==> src/rtl/ifq_fetch_unit.sv <==
// ---------------------------------------------------------------------------
// ifq_fetch_unit -- instruction fetch queue feeding the dispatch unit.
//
// Keeps the fetch PC and issues sequential instruction-memory reads, at most
// one in flight. Returned words are stored with their PC in a
// first-word-fall-through FIFO whose head is presented to dispatch. A
// dispatch redirect flushes the FIFO, marks any in-flight read as stale and
// restarts fetch at the redirect target.
//
// Build option:
//   IFQ_BYPASS_EN  When defined, a non-stale response that arrives while the
//                  FIFO is empty is shown on the ifq_* outputs in its arrival
//                  cycle, and is not stored if dispatch consumes it then.
//                  When undefined, ifq_* outputs come only from FIFO storage.
//
// Parameters:
//   DEPTH     FIFO entries (power of two, >= 2)
//   RESET_PC  fetch PC after reset
//
// Ports:
//   clk               clock
//   rst               synchronous active-high reset
//   dpch_rd           dispatch pops the head entry (ignored when empty)
//   dpch_jmp          redirect request from dispatch
//   dpch_jmp_br_addr  redirect target
//   ifq_pc            PC of head entry
//   ifq_icode         instruction word of head entry
//   ifq_empty         1 = no valid head entry
//   icache_rd_en      read request, accepted in the cycle it is high
//   icache_addr       word address of the request (fetch PC)
//   icache_data       returned instruction word
//   icache_valid      return strobe, in order, >= 1 cycle after the request
// ---------------------------------------------------------------------------

// Simulation-only checker: the issue rule must make FIFO overflow impossible.
module ifq_fetch_unit_chk #(
  parameter int DEPTH = 4,
  parameter int CW    = 3
) (
  input logic          clk,
  input logic          rst,
  input logic          i_push,
  input logic          i_pop,
  input logic [CW-1:0] i_count
);

  // A push without a matching pop into a full FIFO would overwrite the head.
  a_no_overflow: assert property (@(posedge clk) disable iff (rst)
    !(i_push && !i_pop && (i_count == CW'(DEPTH))));

endmodule

module ifq_fetch_unit #(
  parameter int          DEPTH    = 4,
  parameter logic [31:0] RESET_PC = 32'h0040_0000
) (
  input  logic        clk,
  input  logic        rst,
  input  logic        dpch_rd,
  input  logic        dpch_jmp,
  input  logic [31:0] dpch_jmp_br_addr,
  output logic [31:0] ifq_pc,
  output logic [31:0] ifq_icode,
  output logic        ifq_empty,
  output logic        icache_rd_en,
  output logic [31:0] icache_addr,
  input  logic [31:0] icache_data,
  input  logic        icache_valid
);

  localparam int PW = $clog2(DEPTH);
  localparam int CW = PW + 1;

  logic [31:0]   r_fetch_pc;
  logic [31:0]   r_req_pc;
  logic          r_outstanding;
  logic          r_stale;
  logic [CW-1:0] r_count;
  logic [PW-1:0] r_wr_ptr;
  logic [PW-1:0] r_rd_ptr;
  logic [31:0]   r_mem_pc    [DEPTH];
  logic [31:0]   r_mem_icode [DEPTH];

  logic [CW:0]   w_occupancy;
  logic          w_issue;
  logic          w_resp;
  logic          w_resp_keep;
  logic          w_push;
  logic          w_pop;
  logic          w_count_zero;

  assign w_count_zero = (r_count == {CW{1'b0}});

  // Entries held plus the one in flight must leave room for the next word.
  assign w_occupancy = {1'b0, r_count} + {{CW{1'b0}}, r_outstanding};
  assign w_issue     = !rst && !r_outstanding && !dpch_jmp &&
                       (w_occupancy < (CW+1)'(DEPTH));

  assign w_resp      = icache_valid && r_outstanding;
  // A response is dropped if it belongs to a pre-redirect fetch or arrives
  // in the redirect cycle itself.
  assign w_resp_keep = w_resp && !r_stale && !dpch_jmp;
  assign w_pop       = dpch_rd && !dpch_jmp && !w_count_zero;

`ifdef IFQ_BYPASS_EN
  logic w_bypass;
  logic w_consume;

  assign w_bypass  = w_resp_keep && w_count_zero;
  // Word taken by dispatch straight off the bus never enters the FIFO.
  assign w_consume = w_bypass && dpch_rd;
  assign w_push    = w_resp_keep && !w_consume;

  // Head comes from the bus when bypassing, otherwise from FIFO storage.
  always_comb begin
    if (w_bypass) begin
      ifq_pc    = r_req_pc;
      ifq_icode = icache_data;
      ifq_empty = 1'b0;
    end else begin
      ifq_pc    = r_mem_pc[r_rd_ptr];
      ifq_icode = r_mem_icode[r_rd_ptr];
      ifq_empty = w_count_zero;
    end
  end
`else
  assign w_push = w_resp_keep;

  // Head comes only from FIFO storage; while empty, rd_ptr's slot is not
  // written until a push, so the outputs hold steady.
  always_comb begin
    ifq_pc    = r_mem_pc[r_rd_ptr];
    ifq_icode = r_mem_icode[r_rd_ptr];
    ifq_empty = w_count_zero;
  end
`endif

  assign icache_rd_en = w_issue;
  assign icache_addr  = r_fetch_pc;

  // Fetch PC, in-flight tracking and stale marking.
  always_ff @(posedge clk) begin
    if (rst) begin
      r_fetch_pc    <= RESET_PC;
      r_req_pc      <= 32'h0000_0000;
      r_outstanding <= 1'b0;
      r_stale       <= 1'b0;
    end else begin
      if (w_issue) begin
        r_outstanding <= 1'b1;
        r_req_pc      <= r_fetch_pc;
        r_fetch_pc    <= r_fetch_pc + 32'd4;
      end else if (w_resp) begin
        r_outstanding <= 1'b0;
      end

      if (dpch_jmp) begin
        r_fetch_pc <= dpch_jmp_br_addr;
        // Only a read still waiting past this cycle needs to be dropped later.
        r_stale    <= r_outstanding && !icache_valid;
      end else if (w_resp) begin
        r_stale <= 1'b0;
      end
    end
  end

  // FIFO storage, pointers and occupancy; a redirect flushes everything.
  always_ff @(posedge clk) begin
    if (rst) begin
      r_count  <= {CW{1'b0}};
      r_wr_ptr <= {PW{1'b0}};
      r_rd_ptr <= {PW{1'b0}};
      for (int i = 0; i < DEPTH; i++) begin
        r_mem_pc[i]    <= 32'h0000_0000;
        r_mem_icode[i] <= 32'h0000_0000;
      end
    end else if (dpch_jmp) begin
      r_count  <= {CW{1'b0}};
      r_wr_ptr <= {PW{1'b0}};
      r_rd_ptr <= {PW{1'b0}};
    end else begin
      if (w_push) begin
        r_mem_pc[r_wr_ptr]    <= r_req_pc;
        r_mem_icode[r_wr_ptr] <= icache_data;
        r_wr_ptr              <= r_wr_ptr + PW'(1);
      end
      if (w_pop) begin
        r_rd_ptr <= r_rd_ptr + PW'(1);
      end
      case ({w_push, w_pop})
        2'b10:   r_count <= r_count + CW'(1);
        2'b01:   r_count <= r_count - CW'(1);
        default: r_count <= r_count;
      endcase
    end
  end

  ifq_fetch_unit_chk #(
    .DEPTH (DEPTH),
    .CW    (CW)
  ) u_chk (
    .clk     (clk),
    .rst     (rst),
    .i_push  (w_push),
    .i_pop   (w_pop),
    .i_count (r_count)
  );

endmodule

==> config.mk <==
export PLATFORM = sky130hd
export DESIGN_NAME = ifq_fetch_unit
export DESIGN_NICKNAME = d
export VERILOG_FILES = /design/src/rtl/ifq_fetch_unit.sv
export SDC_FILE = /design/constraint.sdc
export NUM_CORES = 1
export LEC_CHECK = 0
export BUFFER_PORTS_ARGS = -buffer_cell sky130_fd_sc_hd__buf_2
export CAP_MARGIN = 30
export CELL_PAD_IN_SITES_DETAIL_PLACEMENT = 1
export CELL_PAD_IN_SITES_GLOBAL_PLACEMENT = 2
export CORE_MARGIN = 1.5
export CORE_UTILIZATION = 43
export CTS_CLUSTER_DIAMETER = 150
export DETAILED_ROUTE_END_ITERATION = 12
export GPL_TIMING_DRIVEN = 0
export MAX_ROUTING_LAYER = met4
export PLACE_DENSITY = 0.81
export SLEW_MARGIN = 30
export SYNTH_ARGS = -nofsm -noshare
export SYNTH_HDL_FRONTEND = slang
export SYNTH_SLANG_ARGS = --single-unit
==> constraint.sdc <==
create_clock -name clk -period 18.5 [get_ports clk]
set_input_delay 5.55 -clock clk [delete_from_list [all_inputs] [get_ports clk]]
set_output_delay 5.55 -clock clk [all_outputs]
set_load 0.02 [all_outputs]
Yosys cells after proc, flatten, opt, wreduce, memory -nomap -nowiden
Memory sizes are Yosys's and may differ from the RTL's. A register that Yosys moved wholly into a read port is not among the register bits. Index checks and enable logic that the tools add are counted.

Register bits after elaboration: 73. Memory bits (writable): 256. Word-level logic and storage cells: 63. Memories: 2.

Add/subtract/negate cells: 6. Order comparisons: 1. Equality and inequality tests: 2. Muxes and demuxes: 22. Reduce and logical (&&, ||, !) cells: 23.

Memory list: r_mem_icode (words 4, bits a word 32, rd ports 1, clocked after memory_dff 1, write ports 4, line 82) `logic [31:0] r_mem_icode [DEPTH];`; r_mem_pc (words 4, bits a word 32, rd ports 1, clocked after memory_dff 1, write ports 4, line 81) `logic [31:0] r_mem_pc [DEPTH];`.

Operators with widths (number): 32-bit 2-to-1 mux (4); 32-bit OR reduction (2); 32-bit by 3-bit adder with 32-bit output (second input constant) (1); 2-bit 2-to-1 mux (6); 1-bit 2-to-1 mux (11); 1-bit logical AND (9); 2-bit nonzero test (4); 1-bit zero test (6); 3-bit case mux with 2 select lines (1); 2-bit by 1-bit adder with 2-bit output (second input constant) (2); 3-bit by 1-bit adder with 4-bit output (1); 4-bit by 3-bit less-than comparator with 1-bit output (second input constant) (1); 3-bit by 1-bit adder with 3-bit output (second input constant) (1); 3-bit zero test (1); 3-bit by 1-bit subtractor with 3-bit output (second input constant) (1); 2-bit by 1-bit equality test with 1-bit output (second input constant) (1); 2-bit equality test (second input constant) (1); 2-bit OR reduction (1).

Logic depth before layout (Yosys ltp)
Gate-level depths: netlist of the first run.

Word-level depth: 9. Gate-level depth with buffers: 9. Depth with buffers taken out: 8.

Worst setup path before layout of the first run
Ideal clock, no wire load.

Kind: input -> output. Start: in dpch_jmp. End: out icache_rd_en. Arrival: 6.765 ns. Data required time: 12.950 ns. Setup slack: 6.185 ns. Stages on the path: 6. Path buffers: 4. Cells stage by stage: buf_2 or4_4 buf_6 clkinv_8 buf_2 buf_2.

Word-level cells in the longest chain between the ends: 3.

Ends and longest elaborated chain: start: declaration (line 60) `input logic dpch_jmp,`; 1-bit zero test (line 96) `assign w_issue = !rst && !r_outstanding && !dpch_jmp &&`; 1-bit logical AND (2 in series) (line 96); end: declaration (line 65) `output logic icache_rd_en,`.

No other way between the ends.

Worst setup path in the final report of the first run
Ends and elaborated chain as after synthesis.

==> results.md, run 1 <==
- The run finished with clean final reports.
- Detailed placement ended at an HPWL of 26900 um.
- The number of different library cells used by synthesis comes to 62.
- The diode insertion count for antenna repair is 0.
- The aggregate negative setup slack is 0 ns.
- Counting along the longest clock path gives a buffer depth of 3.
- The worst setup path is captured at an output port.
- The layout filler cell count is 3481.
- The area of the core is 0.0334 mm^2.
- The number of endpoints failing setup at the final stage is 0.
- The post-layout minimum cycle time is 12.80 ns.
- The number of detailed-routing iterations run before antenna repair is 5.
- Data on the critical path is required at its endpoint by 12.95 ns.
- The tree built by TritonCTS fans out to 331 sinks.
- The first global-routing pass estimated 61700 um of wire.
- The clock latency reported for the late side of the worst-skew pair is 0.52 ns.
- The share of the synthesized area in compound gates (AO/OA/AOI/OAI) is 4.87%.
- The area share of xor/xnor cells in the synthesized design is 0.362%.
- Summing every instance area after synthesis gives 0.0145 mm^2.
- Counting both buffers and inverters, the worst setup path holds a total of 6.
- Among cell families on the critical path, the largest total delay comes from buffers and inverters.
- The count of input and output buffers is 165.
- Entering global routing, the biggest net connects 35 pins.
- In this run the count of I/O pins placed on the die edge is 167.
- The fraction of the mapped netlist area in simple logic gates is 17.1%.
- Of the available clock period, the critical path in the final layout requires 69.2%.
- Across all layers, the routed design uses 9840 vias.
- Yosys mapped a number of flops with a built-in enable equal to 256.
- For the pin with the worst max-slew slack, the measured transition is 0.853 ns.
- The number of resized instances in the post-cts repair step is 0.
- The peak per-stage delay on the critical path is 0.49 ns.
- The leakage power total is 6.71 nW.
- Summed over all layers, the global routing overflow is 0.
- Summing the areas of all fa, ha and maj instances in the mapped netlist gives 0.310% of the synthesized area.
- After detailed routing, the number of remaining DRC violations is 0.
- The slowest cell on the critical path is sky130_fd_sc_hd__or4_4.
- The number of violations reported at the end of detailed-routing iteration 0 is 667.
- The global-route usage over all layers is 23.8%.
- The synthesized design contains 331 register bits.
- The final standard cell area without fillers is 0.0174 mm^2.
- In this run the cell area measured after placement is 0.0162 mm^2.
- For this configuration, the core starts out at a cell density of 43.5%.
- The net count after synthesis is 1196.
- The average detailed-routed wire length per instance is 21.7 um.
- The combinational family with the most area after synthesis is simple AND/OR/NAND/NOR gates.
- The final wirelength is 39300 um.
- The clock-pin slew on the worst setup and hold paths is 0.06 ns.
- Of all nets on the critical path, the largest fanout is 10.
- The initial antenna violation count came to 0.
- The die covers 0.0349 mm^2.
- The total power is 1.66 mW.
- The arrival time of data at the critical path endpoint is 7.25 ns.
- The final-report max-slew violation count came to 0.
- The final clock skew is 0.0218 ns.
- The final antenna-violating net count is 0.
- The number of instances in the synthesized netlist is 1124.
- The worst slack after detailed placement is 5.71 ns.
- The portion of the post-synthesis area used by sequential elements is 63.3%.
- The die outline height is 187 um.
- Setup repair after global routing left no endpoint under its margin.
- Setup slack closes at 5.70 ns.
- The final layout contains 1411 nets.
- The tree is rooted in a sky130_fd_sc_hd__clkbuf_16.
- TritonCTS built the clock tree.
- The warning count from the yosys run is 0.
- The area growth from synthesis to final layout is 19.6%.
- The number of max-cap violations is 0.
- The most instantiated flip-flop cell in the synthesis netlist is sky130_fd_sc_hd__edfxtp_1.
- The critical path goes through buf_2 -> or4_4 -> buf_6 -> clkinv_8 -> buf_2 -> buf_2 -> buf_2.
- The final weighted congestion in routability-driven placement is 0.846.
- The worst-case IR drop observed on VDD is 0.0000618 V.
- The maximum clock rate is 0.0781 GHz.
- For this design the ratio of total power to cell area is 95.5 mW/mm^2.
- The critical path is of the primary input to output port type.
- The total count of hold-check failures in the final report was 0.
- The depth of the CTS H-tree is 2.
- The headroom to the max-slew limit is 43.1%.
- In this run, post-CTS hold repair placed 0 buffers.
- The cell row count is 67.
- In the routed layout, each cell is associated on average with a via count of 5.43.
- The worst hold-check path type is register to register.
- Buffers added to address setup during post-CTS repair amount to 0.
- The startpoint type of the worst setup path is a primary input.
- In this run, CTS created clock tree buffers numbering 36.
- In the synthesized netlist the async set-or-reset flop fraction comes to 0%.
- The most frequent cell on the critical path is sky130_fd_sc_hd__buf_2.
- The share of layout cells above drive strength 1 is 24.4%.
- The floorplan step set the die width to 187 um.
- The number of global-route vias before repair is 10500.
- In this run the mean area of a mapped cell was 12.9 um^2.
- The mux contribution to synthesized area is 10.2%.
- The utilization of the core after routing is 52.0%.
-- cell usage after synthesis (5+ instances only) --
| library cell | n | area share [%] |
|---|---|---|
| sky130_fd_sc_hd__and2_1 | 125 | 5.4 |
| sky130_fd_sc_hd__nor3_1 | 7 | 0.24 |
| sky130_fd_sc_hd__a31oi_1 | 9 | 0.39 |
| sky130_fd_sc_hd__and3_1 | 37 | 1.6 |
| sky130_fd_sc_hd__a311oi_1 | 5 | 0.30 |
| sky130_fd_sc_hd__and4_1 | 7 | 0.42 |
| sky130_fd_sc_hd__o31a_1 | 5 | 0.30 |
| sky130_fd_sc_hd__o211ai_1 | 5 | 0.26 |
| sky130_fd_sc_hd__nand4_1 | 12 | 0.52 |
| sky130_fd_sc_hd__nor2_1 | 103 | 2.7 |
| sky130_fd_sc_hd__nand3_1 | 15 | 0.52 |
| sky130_fd_sc_hd__inv_1 | 42 | 1.1 |
| sky130_fd_sc_hd__a21oi_1 | 47 | 1.6 |
| sky130_fd_sc_hd__dfxtp_1 | 75 | 10 |
| sky130_fd_sc_hd__o31ai_1 | 5 | 0.26 |
| sky130_fd_sc_hd__clkbuf_1 | 60 | 1.6 |
| sky130_fd_sc_hd__or4_1 | 9 | 0.47 |
| sky130_fd_sc_hd__mux4_2 | 64 | 9.9 |
| sky130_fd_sc_hd__edfxtp_1 | 256 | 53 |
| sky130_fd_sc_hd__nand2_1 | 125 | 3.2 |
| sky130_fd_sc_hd__nor4_1 | 8 | 0.34 |
| sky130_fd_sc_hd__buf_2 | 18 | 0.62 |
| sky130_fd_sc_hd__o21ai_0 | 15 | 0.52 |
-- through the flow --
| stage | hold slack (ns) | cells |
|---|---|---|
| floorplan | 0.437 | 1124 |
| global placement | 0.450 | 1737 |
| detailed placement | 0.455 | 1749 |
| CTS | 0.463 | 1811 |
| global route | 0.479 | 1811 |
| finish | 0.460 | 1811 |
-- routing by layer --
metal / global-route usage, % / up-vias / wire, um
met1: 30.4 / 4946 / 16700
met3: 2.92 / 51 / 1910
li1: - / 4543 / -
met5: - / - / 0
met4: 5.61 / 0 / 690
met2: 40.5 / 300 / 20000
-- cell type report --
type                    instances  area, um^2  share of cell area, %
inverters                      44         178                   1.02
multi-input cells             665        4810                   27.7
well taps                     448         561                   3.23
repair buffers                177        1100                   6.35
plain buffers                  84         375                   2.16
flip-flops and latches        331        9190                   53.0
clock buffers                  47        1000                   5.79
clock inverters                15         135                  0.779
-- state kept, by name (all words and copies together), names as in the netlist, named ones only --
signal         count
r_mem_pc         128
r_outstanding      1
icache_addr       32
r_count            3
r_rd_ptr           2
r_wr_ptr           2
r_req_pc          32
r_stale            1
r_mem_icode      128
-- cells in the final DEF (no fill, tap or decap), types with 7 or more instances in the layout --
cell                        instances
sky130_fd_sc_hd__inv_1             42
sky130_fd_sc_hd__o21ai_0           13
sky130_fd_sc_hd__mux4_2            64
sky130_fd_sc_hd__clkbuf_16         38
sky130_fd_sc_hd__nor2_1           103
sky130_fd_sc_hd__nand4_1           12
sky130_fd_sc_hd__nand2_1          123
sky130_fd_sc_hd__buf_2            183
sky130_fd_sc_hd__nor4_1             8
sky130_fd_sc_hd__and2_1           125
sky130_fd_sc_hd__a31oi_1            9
sky130_fd_sc_hd__buf_16             7
sky130_fd_sc_hd__edfxtp_1         256
sky130_fd_sc_hd__a21oi_1           47
sky130_fd_sc_hd__nor3_1             7
sky130_fd_sc_hd__clkinv_1           7
sky130_fd_sc_hd__nand3_1           15
sky130_fd_sc_hd__and3_1            37
sky130_fd_sc_hd__and4_1             7
sky130_fd_sc_hd__clkbuf_1          67
sky130_fd_sc_hd__dfxtp_1           75
sky130_fd_sc_hd__or4_1              9
-- kinds of logic (layout without fill, tap and decap cells) --
logic type,after synthesis,count (layout)
xor gates and xnor gates,6,6
and+or+nand+nor,477,477
DFF,331,331
muxes,68,68
buffers and inverters,128,367
adders and majority gates,3,3
AOI/OAI and AO/OA,111,111
-- worst paths after layout --
check,startpoint,slack [ns],to,cells past startpoint
worst min register to register,r_req_pc[6]$_SDFFE_PP0P_,0.46,r_req_pc[6]$_SDFFE_PP0P_,2
worst max register to register,r_outstanding$_SDFFE_PP0P_,15.69,r_mem_pc[3][27]$_DFFE_PP_,7
worst min-delay path,r_req_pc[6]$_SDFFE_PP0P_,0.46,r_req_pc[6]$_SDFFE_PP0P_,2
worst max-delay path,dpch_jmp,5.70,icache_rd_en,7
-- worst min-delay path, stage by stage (launching register included) --
cell and delay, ns:
sky130_fd_sc_hd__dfxtp_1 0.31, sky130_fd_sc_hd__nand2_1 0.05, sky130_fd_sc_hd__a21oi_1 0.05
-- where the power goes --
| part | total, mW | switching (mW) | leakage (nW) | internal [mW] |
|---|---|---|---|---|
| Sequential | 0.843 | 0.0160 | 3.26 | 0.827 |
| Clock | 0.703 | 0.292 | 0.556 | 0.411 |
| Combinational | 0.111 | 0.0704 | 2.90 | 0.0406 |
| Total | 1.66 | 0.379 | 6.71 | 1.28 |
(Power assumes the default switching activity.)
==> run 2, diff against run 1 <==
--- a/config.mk
+++ b/config.mk
@@ -10,12 +10,12 @@
 export CELL_PAD_IN_SITES_DETAIL_PLACEMENT = 1
 export CELL_PAD_IN_SITES_GLOBAL_PLACEMENT = 2
 export CORE_MARGIN = 1.5
-export CORE_UTILIZATION = 43
+export CORE_UTILIZATION = 36
 export CTS_CLUSTER_DIAMETER = 150
 export DETAILED_ROUTE_END_ITERATION = 12
 export GPL_TIMING_DRIVEN = 0
 export MAX_ROUTING_LAYER = met4
-export PLACE_DENSITY = 0.81
+export PLACE_DENSITY = 0.72
 export SLEW_MARGIN = 30
 export SYNTH_ARGS = -nofsm -noshare
 export SYNTH_HDL_FRONTEND = slang
==> constraint.sdc (replaced) <==
create_clock -name clk -period 11.5 [get_ports clk]
set_input_delay 3.45 -clock clk [delete_from_list [all_inputs] [get_ports clk]]
set_output_delay 3.45 -clock clk [all_outputs]
set_load 0.02 [all_outputs]
==> run 2 against run 1 <==
Net effect: flip-flop and latch count unchanged; cell area up 0.45%; count of clock-buffer cells in the layout up 10; die area is 19% higher; routed wire length rose by 4.0%; non-clock buffer count stayed put; worst hold slack improved by 0.010 ns; largest cell class unchanged; highest routed layer unchanged.
==> results.md, run 2 (synthesis results as in run 1) <==
- The fraction of the cycle the final worst path needs is 74.6%.
- The depth of the CTS H-tree is 2 (unchanged).
- The library cell used most frequently in the layout, excluding fill and tap cells, is sky130_fd_sc_hd__edfxtp_1.
- The number of max-cap violations is 0 (unchanged).
- The number of resized instances in the post-cts repair step was 0 (unchanged).
- The number of violations reported at the end of detailed-routing iteration 0 is 484 (-27%).
- The number of endpoints failing setup at the final stage is 0 (unchanged).
- The initial core utilization is 36.5% (-7.0 points).
- The count of input and output buffers is 165 (unchanged).
- The cell row count is 73 (+9.0%).
- The actual slew at the worst max-slew pin is 0.886 ns (+0.0336 ns).
- The top cell types in the final layout, fill and taps aside, are 256 x sky130_fd_sc_hd__edfxtp_1, 183 x sky130_fd_sc_hd__buf_2, 125 x sky130_fd_sc_hd__and2_1, 123 x sky130_fd_sc_hd__nand2_1, 103 x sky130_fd_sc_hd__nor2_1.
- The most numerous cell type found on the critical path is sky130_fd_sc_hd__buf_2.
- The clock latency reported for the late side of the worst-skew pair was 0.55 ns (+0.03 ns).
- The overall die area is 0.0415 mm^2 (+19%).
- The family with the most delay on the worst path is buffers and inverters.
- The I/O pin count is 167 (unchanged).
- The final weighted congestion in routability-driven placement is 0.888 (+4.9%).
- The share of layout cells above drive strength 1 came to 24.1% (-0.24 points).
- Walking the worst path, the cells encountered are buf_2 -> or4_4 -> buf_6 -> clkinv_8 -> buf_2 -> buf_2 -> buf_2.
- The final wirelength is 40800 um (+4.0%).
- The worst hold-check path type is register to register.
- The endpoint class of the critical path is an output port.
- TritonCTS built the clock tree.
- The final-report max-slew violation count is 0 (unchanged).
- The root buffer cell chosen for the clock tree is sky130_fd_sc_hd__clkbuf_16.
- The DRC violation count after routing is 0 (unchanged).
- The total count of hold-check failures in the final report is 0 (unchanged).
- The wire length of the first global-routing pass is 62900 um (+1.8%).
- The leakage power total is 6.70 nW (about the same).
- The post-placement cell count is 1826 (+4.4%).
- The worst setup path is launched from a primary input.
- The clock sink count is 331 (unchanged).
- The switching component of the power came to 0.616 mW (+63%).
- The die outline height is 204 um (+9.1%).
- The sequential fraction of design power is 50.9% (about the same).
- The total via count in the routed design is 9748 (-0.93%).
- The via density per instance is 5.15 (-5.2%).
- The number of buffers inserted to repair setup after CTS is 0 (unchanged).
- The endpoint required time on the critical path was 8.05 ns (-4.90 ns).
- The worst path in the final design needs a cycle of 8.57 ns, including I/O delays and setup.
- The leftover overflow at the end of global routing is 0 (unchanged).
- The pin count of the biggest net entering global routing is 34 (-2.9%).
- The maximum clock rate is 0.117 GHz.
- The buffer depth of the longest clock path was 3 (unchanged).
- The internal portion of total power is 2.05 mW (+60%).
- The aggregate negative setup slack came to 0 ns (unchanged).
- The average detailed-routed wire length per instance was 21.6 um (-0.55%).
- The count of buffer and inverter cells on the critical path was 6 (unchanged).
- By startpoint and endpoint, the worst setup path is classified as primary input to output port.
- The count of hold-fix buffers inserted at cts is 0 (unchanged).
- The slowest cell on the critical path is sky130_fd_sc_hd__or4_4.
- The layout filler cell count is 4254 (+22%).
- The worst slack after detailed placement is 2.91 ns (-2.80 ns).
- The clock-pin slew on the worst setup and hold paths is 0.06 ns (about the same).
- The run finished with clean final reports.
- The areal power density over the cells came to 153 mW/mm^2 (+60%).
- The number of global-route vias before repair is 10500 (+0.27%).
- Setup repair after global routing left no endpoint under its margin.
- The portion of total power attributed to the clock network is 42.4% (about the same).
- The maximum fanout along the worst path is 10 (unchanged).
- The total power is 2.67 mW (+61%).
- The headroom to the max-slew limit came to 40.9% (-2.2 points).
- The utilization of the core after routing was 43.9% (-8.1 points).
- In the final layout, the registers with the most flip-flops are r_mem_icode x128, r_mem_pc x128.
- The final clock skew is 0.0207 ns (-0.00108 ns).
- The die outline width was 204 um (+9.1%).
- The arrival time of data at the critical path endpoint is 5.12 ns (-2.13 ns).
- The switching fraction of total power is 23.1% (+0.26 points).
- The count of non-filler cells in the finished layout was 1893 (+4.5%).
- The final antenna-violating net count is 0 (unchanged).
- The diode insertion count for antenna repair is 0 (unchanged).
- The initial antenna violation count came to 0 (unchanged).
- The share of total power in combinational logic came to 6.7% (about the same).
- The number of CTS-inserted buffers was 38 (+5.6%).
- The global-route usage over all layers was 20.8% (-2.9 points).
- The peak per-stage delay on the critical path is 0.49 ns (about the same).
- The number of detailed-routing iterations run before antenna repair is 5 (unchanged).
- The area growth from synthesis to final layout is 20.1%.
- The total number of nets in the final design came to 1413 (+0.14%).
- The final critical-path setup slack was 2.93 ns (-2.77 ns).
- The placed wire-length estimate came to 28500 um (+6.0%).
- The worst voltage drop across the vdd grid was 0.0000839 V (+36%).
- The area of the core is 0.0397 mm^2 (+19%).
==> run 2: power by group through the flow <==
stage	Sequential (mW)	Combinational (mW)	Clock [mW]
floorplan	1.39	0.0904	0
global placement	1.39	0.168	0
detailed placement	1.38	0.182	0
CTS	1.36	0.183	1.16
global route	1.36	0.193	1.20
finish	1.36	0.179	1.13
==> run 2: metal layers <==
metal | routed length [um] | up-vias | track usage (%)
li1 | - | 4545 | -
met1 | 17900 | 4873 | 26.6
met2 | 20000 | 263 | 33.9
met5 | 0 | - | -
met4 | 1070 | 0 | 7.12
met3 | 1830 | 67 | 2.97
==> run 2: path summary, 6_finish.rpt <==
check                           slack [ns]                        end  cells past startpoint                  startpoint
worst max register to register        8.69  r_mem_pc[3][26]$_DFFE_PP_                      7  r_outstanding$_SDFFE_PP0P_
worst min register to register        0.47  r_req_pc[29]$_SDFFE_PP0P_                      2   r_req_pc[29]$_SDFFE_PP0P_
worst min-delay path                  0.47  r_req_pc[29]$_SDFFE_PP0P_                      2   r_req_pc[29]$_SDFFE_PP0P_
worst max-delay path                  2.93               icache_rd_en                      7                    dpch_jmp
==> run 2: cell type report <==
type                       count  area, um^2  share of cell area, %
buffer                        84         377                   2.16
clock buffer                  57        1100                   6.29
clock inverter                10        42.5                  0.244
inverter                      44         178                   1.02
multi-input combinational    665        4810                   27.6
sequential                   331        9190                   52.7
tap                          525         657                   3.77
timing repair buffer         177        1080                   6.22
==> run 2: stage by stage <==
| stage | hold slack, ns | cell area (um^2) |
|---|---|---|
| after floorplan | 0.437 | 14500 |
| after global placement | 0.451 | 16000 |
| after detailed placement | 0.459 | 16300 |
| after CTS | 0.471 | 17400 |
| after global routing | 0.497 | 17400 |
| final | 0.470 | 17400 |
==> run 2: worst register-to-register path, delay by kind of cell (launching register included) <==
kind	cells	cell delay [ns]
buffers and inverters	4	1.20
flip-flops	1	0.32
AND/OR/NAND/NOR	3	0.95
